File: src/rtl/mips_main_ctrl_if.sv
// Opcode/enable bundle into the main control decoder and the registered control word out of it.
// Master is the fetch/decode side; slave is the decoder.
interface mips_main_ctrl_if;
  logic       en;
  logic       flush;
  logic [5:0] opCode;
  logic       RegDst;
  logic       ALUSrc;
  logic       MemtoReg;
  logic       RegWrite;
  logic       MemRead;
  logic       MemWrite;
  logic       Branch;
  logic       BranchNe;
  logic       Jump;
  logic [1:0] ALUOp;
  logic [1:0] ImmFunc;
  logic       illegal_op;

  modport master (
    output en, flush, opCode,
    input  RegDst, ALUSrc, MemtoReg, RegWrite, MemRead, MemWrite,
           Branch, BranchNe, Jump, ALUOp, ImmFunc, illegal_op
  );

  modport slave (
    input  en, flush, opCode,
    output RegDst, ALUSrc, MemtoReg, RegWrite, MemRead, MemWrite,
           Branch, BranchNe, Jump, ALUOp, ImmFunc, illegal_op
  );
endinterface

File: src/rtl/mips_main_ctrl.sv
// MIPS main control decoder; MAIN_CTRL_EXT_OPS_EN adds bne/j/addi/andi/ori/slti.
// Latency 1 cycle, outputs straight from flops; en=0 holds, flush loads a bubble.
module mips_main_ctrl (
  input  logic                  clk,
  input  logic                  reset,
  mips_main_ctrl_if.slave       ctrlIf
);

  typedef struct packed {
    logic       regDst;
    logic       aluSrc;
    logic       memToReg;
    logic       regWrite;
    logic       memRead;
    logic       memWrite;
    logic       branch;
    logic       branchNe;
    logic       jump;
    logic [1:0] aluOp;
    logic [1:0] immFunc;
    logic       illegalOp;
  } ctrl_t;

  localparam logic [5:0] OP_RTYPE = 6'b000000;
  localparam logic [5:0] OP_LW    = 6'b100011;
  localparam logic [5:0] OP_SW    = 6'b101011;
  localparam logic [5:0] OP_BEQ   = 6'b000100;
`ifdef MAIN_CTRL_EXT_OPS_EN
  localparam logic [5:0] OP_BNE   = 6'b000101;
  localparam logic [5:0] OP_J     = 6'b000010;
  localparam logic [5:0] OP_ADDI  = 6'b001000;
  localparam logic [5:0] OP_ANDI  = 6'b001100;
  localparam logic [5:0] OP_ORI   = 6'b001101;
  localparam logic [5:0] OP_SLTI  = 6'b001010;
`endif

  ctrl_t ctrlD;
  ctrl_t ctrlQ;

  always_comb begin
    ctrlD = '0;
    unique case (ctrlIf.opCode)
      OP_RTYPE: begin
        ctrlD.regDst   = 1'b1;
        ctrlD.regWrite = 1'b1;
        ctrlD.aluOp    = 2'b10;
      end
      OP_LW: begin
        ctrlD.aluSrc   = 1'b1;
        ctrlD.memToReg = 1'b1;
        ctrlD.regWrite = 1'b1;
        ctrlD.memRead  = 1'b1;
      end
      OP_SW: begin
        ctrlD.aluSrc   = 1'b1;
        ctrlD.memWrite = 1'b1;
      end
      OP_BEQ: begin
        ctrlD.branch = 1'b1;
        ctrlD.aluOp  = 2'b01;
      end
`ifdef MAIN_CTRL_EXT_OPS_EN
      OP_BNE: begin
        ctrlD.branch   = 1'b1;
        ctrlD.branchNe = 1'b1;
        ctrlD.aluOp    = 2'b01;
      end
      OP_J: begin
        ctrlD.jump = 1'b1;
      end
      OP_ADDI, OP_ANDI, OP_ORI, OP_SLTI: begin
        ctrlD.aluSrc   = 1'b1;
        ctrlD.regWrite = 1'b1;
        ctrlD.aluOp    = 2'b11;
        // ImmFunc encodes the immediate ALU op: add, and, or, slt.
        case (ctrlIf.opCode)
          OP_ANDI: ctrlD.immFunc = 2'b01;
          OP_ORI:  ctrlD.immFunc = 2'b10;
          OP_SLTI: ctrlD.immFunc = 2'b11;
          default: ctrlD.immFunc = 2'b00;
        endcase
      end
`endif
      default: begin
        ctrlD.illegalOp = 1'b1;
      end
    endcase
  end

  always_ff @(posedge clk) begin
    if (reset) begin
      ctrlQ <= '0;
    end else if (ctrlIf.flush) begin
      ctrlQ <= '0;
    end else if (ctrlIf.en) begin
      ctrlQ <= ctrlD;
    end
  end

  assign ctrlIf.RegDst     = ctrlQ.regDst;
  assign ctrlIf.ALUSrc     = ctrlQ.aluSrc;
  assign ctrlIf.MemtoReg   = ctrlQ.memToReg;
  assign ctrlIf.RegWrite   = ctrlQ.regWrite;
  assign ctrlIf.MemRead    = ctrlQ.memRead;
  assign ctrlIf.MemWrite   = ctrlQ.memWrite;
  assign ctrlIf.Branch     = ctrlQ.branch;
  assign ctrlIf.BranchNe   = ctrlQ.branchNe;
  assign ctrlIf.Jump       = ctrlQ.jump;
  assign ctrlIf.ALUOp      = ctrlQ.aluOp;
  assign ctrlIf.ImmFunc    = ctrlQ.immFunc;
  assign ctrlIf.illegal_op = ctrlQ.illegalOp;

  // Structural hazards the datapath relies on never seeing.
  assert property (@(posedge clk) disable iff (reset) !(ctrlQ.memRead && ctrlQ.memWrite));
  assert property (@(posedge clk) disable iff (reset) !(ctrlQ.regWrite && ctrlQ.memWrite));
  assert property (@(posedge clk) disable iff (reset) !(ctrlQ.branch && ctrlQ.jump));
  assert property (@(posedge clk) disable iff (reset) !ctrlQ.branchNe || ctrlQ.branch);

endmodule

File: src/flat_wrapper.sv
// flat-port wrapper written by rule: the top's interface ports become plain ports
module mips_main_ctrl_flat 
  (clk, reset, ctrlIf_en, ctrlIf_flush, ctrlIf_opCode, ctrlIf_RegDst, ctrlIf_ALUSrc, ctrlIf_MemtoReg, ctrlIf_RegWrite, ctrlIf_MemRead, ctrlIf_MemWrite, ctrlIf_Branch, ctrlIf_BranchNe, ctrlIf_Jump, ctrlIf_ALUOp, ctrlIf_ImmFunc, ctrlIf_illegal_op);
  mips_main_ctrl_if ctrlIf_i ();
  input  logic clk;
  input  logic reset;
  input wire logic [$bits(ctrlIf_i.en)-1:0] ctrlIf_en;
  input wire logic [$bits(ctrlIf_i.flush)-1:0] ctrlIf_flush;
  input wire logic [$bits(ctrlIf_i.opCode)-1:0] ctrlIf_opCode;
  output wire logic [$bits(ctrlIf_i.RegDst)-1:0] ctrlIf_RegDst;
  output wire logic [$bits(ctrlIf_i.ALUSrc)-1:0] ctrlIf_ALUSrc;
  output wire logic [$bits(ctrlIf_i.MemtoReg)-1:0] ctrlIf_MemtoReg;
  output wire logic [$bits(ctrlIf_i.RegWrite)-1:0] ctrlIf_RegWrite;
  output wire logic [$bits(ctrlIf_i.MemRead)-1:0] ctrlIf_MemRead;
  output wire logic [$bits(ctrlIf_i.MemWrite)-1:0] ctrlIf_MemWrite;
  output wire logic [$bits(ctrlIf_i.Branch)-1:0] ctrlIf_Branch;
  output wire logic [$bits(ctrlIf_i.BranchNe)-1:0] ctrlIf_BranchNe;
  output wire logic [$bits(ctrlIf_i.Jump)-1:0] ctrlIf_Jump;
  output wire logic [$bits(ctrlIf_i.ALUOp)-1:0] ctrlIf_ALUOp;
  output wire logic [$bits(ctrlIf_i.ImmFunc)-1:0] ctrlIf_ImmFunc;
  output wire logic [$bits(ctrlIf_i.illegal_op)-1:0] ctrlIf_illegal_op;
  assign ctrlIf_i.en = ctrlIf_en;
  assign ctrlIf_i.flush = ctrlIf_flush;
  assign ctrlIf_i.opCode = ctrlIf_opCode;
  assign ctrlIf_RegDst = ctrlIf_i.RegDst;
  assign ctrlIf_ALUSrc = ctrlIf_i.ALUSrc;
  assign ctrlIf_MemtoReg = ctrlIf_i.MemtoReg;
  assign ctrlIf_RegWrite = ctrlIf_i.RegWrite;
  assign ctrlIf_MemRead = ctrlIf_i.MemRead;
  assign ctrlIf_MemWrite = ctrlIf_i.MemWrite;
  assign ctrlIf_Branch = ctrlIf_i.Branch;
  assign ctrlIf_BranchNe = ctrlIf_i.BranchNe;
  assign ctrlIf_Jump = ctrlIf_i.Jump;
  assign ctrlIf_ALUOp = ctrlIf_i.ALUOp;
  assign ctrlIf_ImmFunc = ctrlIf_i.ImmFunc;
  assign ctrlIf_illegal_op = ctrlIf_i.illegal_op;
  mips_main_ctrl u_core (.clk(clk), .reset(reset), .ctrlIf(ctrlIf_i));
endmodule
File: config.mk
export PLATFORM = sky130hd
export DESIGN_NAME = mips_main_ctrl_flat
export DESIGN_NICKNAME = d
export VERILOG_FILES = /design/src/rtl/mips_main_ctrl_if.sv /design/src/rtl/mips_main_ctrl.sv /design/src/flat_wrapper.sv
export SDC_FILE = /design/constraint.sdc
export NUM_CORES = 1
export LEC_CHECK = 0
export BUFFER_PORTS_ARGS = -buffer_cell sky130_fd_sc_hd__buf_2
export CORE_AREA = 3 3 40 42
export CTS_BUF_LIST = sky130_fd_sc_hd__clkbuf_4
export CTS_CLUSTER_SIZE = 20
export DETAILED_ROUTE_END_ITERATION = 7
export DIE_AREA = 0 0 43 45
export MAX_ROUTING_LAYER = met4
export SYNTH_ARGS = -nofsm -noshare
export SYNTH_HDL_FRONTEND = slang
export SYNTH_SLANG_ARGS = --single-unit
File: constraint.sdc
create_clock -name clk -period 1 [get_ports clk]
set_clock_uncertainty 0.05 [all_clocks]
set_input_delay 0.2 -clock clk [delete_from_list [all_inputs] [get_ports clk]]
set_output_delay 0.2 -clock clk [all_outputs]
set_load 0.05 [all_outputs]
==> impl_metrics.yaml <==
setup_path:
  crit_type: "reg2out"
  cp.buffers_inverters: 1
  worstSetupStartpointType: "flip-flop"
  end_kind: "output pin"
  arrival_ns: 0.77
  critPathMaxStageDelay_ns: 0.37
  worstPathRequired_ns: 0.75
  slowest_stage: "dfxtp_4"
  crit_family: "flip-flops"
  startpoint: "u_core.ctrlIf.ALUOp[0]$_SDFFE_PP0P_"
  crit_fanout: 3
  r2r-start: "u_core.ctrlIf.illegal_op$_SDFFE_PP0P_"
  cp_cell_sequence: "buf_8"
clock_network:
  clkSinkCount: 8
  cts_buffers: 3
  cts.root.buffer_cell: "clkbuf_4"
  cts_tree: "done"
  clk_pin_slew_ns: 0.06
  htreeDepth: 1
  clockBufferDepth: 2
  clk-insertion-delay-late_ns: 0.26
detailed_routing:
  ant_nets: 0
  viasPerCell: 4.64
  drt-initial-drc-count: 2
  wire_per_inst_um: 11.1
  vias: 390
  wl_um: 934
  remaining_drc_errors: 0
  drtPass1Iterations: 2
yosys:
  yosysWarningCount: 0
  synth_top_area_share_pct: 38.8
  seq_area_frac_synth_pct: 38.8
  synth_cells: 46
  avgSynthCellArea_um2: 8.98
  synthTopCellsByArea: "dfxtp_1 (39%), buf_4 (11%), nand2b_1 (6.1%)"
  netlist_area_um2: 413
  post_synth_num_cell_types: 22
  synth_top_area_cell: "dfxtp_1"
  ys_ff_latch: 8
final_layout:
  diodes: 0
  drive_gt1_share_pct: 55.1
  nets: 81
  final_cell_mix: "buf_2 (9), buf_8 (8), dfxtp_2 (6)"
  area_delta_synth_final_pct: 58.8
  mostFrequentLayoutCell: "buf_2"
  post-route-util_pct: 51.0
pwr:
  power.density_mw_per_mm2: 1090
  p_clk_share_pct: 36.1
  comb_power_share_pct: 18.7
  peakVddDrop_mv: 0.513
  power.internal_w: 0.000504
  power_frac_seq_pct: 45.1
  p_sw_share_pct: 29.2
  switchingPower_w: 0.000208
  p_leak_nw: 0.280
floorplanning:
  core_mm2: 0.00128
  die_w_um: 43
  initial_utilization_pct: 32.1
  ioPinCount: 24
  die_h_um: 45
  die_area_mm2: 0.00194
  num_rows: 13
global_routing:
  antenna_found_initial: 0
  grt_max_degree: 12
  grt_pass1_wl_um: 1430
  grt_overflow: 0
  grt_usage_pct: 10.2
  grt_pass1_vias: 353
sta:
  finalSetupViolCount: 4
  min_period_ns: 1.02
  drv_slew: 0
  setup_slack_ns: -0.0229
  fin_crit_sh_pct: 102
  final-hold-violation-count: 0
  rsz0062_at_grt: "yes"
  fmaxAchievable_mhz: 978
job:
  cap_violations: 0
run_status:
  status: "complete, but fails checks"
  violations: "setup timing"
worst_hold_path:
  min_path_type: "in2reg"
  min_from: "reset"
placed_design:
  io_buffers: 19
  gp_congestion: 0.714
  dp_slack_ns: -0.130
layout make-up:
type                    instances  area [um2]
clock buffers                   3        22.5
inverters                       1        3.75
repair buffers                 24         225
fillers                       121         629
well taps                      15        18.8
flip-flops and latches          8         175
multi-input cells              33         210
synthesized netlist by cell type:
library cell,instances
dfxtp_1,8
buf_4,6
a21oi_1,4
nand2b_1,4
nand2_1,2
nor2_1,2
nor2b_1,2
o21a_1,2
o21ai_0,2
or3_1,2
a311oi_1,1
a31oi_1,1
buf_2,1
conb_1,1
inv_1,1
nand3_1,1
nand4_1,1
nand4b_4,1
nor3b_1,1
nor4_2,1
nor4b_1,1
or2_2,1
path summary, 6_finish.rpt:
path | to | slack [ns] | cells after the start
setup / recovery | ctrlIf_Branch | -0.02 | 1
hold / removal | u_core.ctrlIf.illegal_op$_SDFFE_PP0P_ | 0.19 | 4
setup reg to reg | u_core.ctrlIf.illegal_op$_SDFFE_PP0P_ | 0.13 | 3
hold reg to reg | u_core.ctrlIf.MemWrite$_SDFFE_PP0P_ | 0.43 | 2
power by group through the flow:
stage | Clock [W] | Sequential (W) | Combinational (W)
global placement | 0 | 0.000331 | 0.000122
finish | 0.000257 | 0.000321 | 0.000133
floorplan | 0 | 0.000345 | 0.0000727
global route | 0.000276 | 0.000321 | 0.000141
detailed placement | 0 | 0.000332 | 0.000122
CTS | 0.000260 | 0.000321 | 0.000132
flip-flops by register name (all words and copies together), names as in the netlist:
| signal | flops |
|---|---|
| u_core.ctrlIf.MemWrite | 1 |
| u_core.ctrlIf.ALUSrc | 1 |
| u_core.ctrlIf.ALUOp | 2 |
| u_core.ctrlIf.RegDst | 1 |
| u_core.ctrlIf.RegWrite | 1 |
| u_core.ctrlIf.illegal_op | 1 |
| u_core.ctrlIf.MemtoReg | 1 |
cells by family (layout without fill, tap and decap cells):
family,Yosys count,in the layout,share of synthesized area [%]
AOI/OAI and AO/OA,10,10,14.5
buffers and inverters,8,28,13.0
DFF,8,8,38.8
and+or+nand+nor,19,19,32.7
other,1,4,0.908
repair_timing:
| action | 4_1_cts | 5_1_grt |
|---|---|---|
| hold buffers | 0 | 0 |
| setup buffers | 1 | 0 |
| endpoints found under the hold margin | 0 | 0 |
| gates resized for setup | 32 | 3 |
| endpoints found under the setup margin | 10 | 10 |
through the flow:
step	total power (W)	cells	TNS [ns]	hold WS, ns	area, um2
2_1_floorplan	0.000418	49	0	0.304	428
3_5_place_dp	0.000454	80	-0.579	0.414	522
3_3_place_gp	0.000453	80	-0.514	0.407	522
5_1_grt	0.000739	84	-0.218	0.206	656
6_report	0.000712	84	-0.0809	0.186	656
4_1_cts	0.000714	84	-0.101	0.187	644
per-layer routing:
| layer | GRT usage (%) | part of all wire [%] | up-vias |
|---|---|---|---|
| li1 | - | - | 197 |
| met1 | 10.9 | 41 | 178 |
| met2 | 16.5 | 52 | 13 |
| met3 | 2.39 | 4.3 | 2 |
| met4 | 7.83 | 2.2 | 0 |
| met5 | - | 0 | - |
Note: power is estimated with default switching activity, not from simulation.
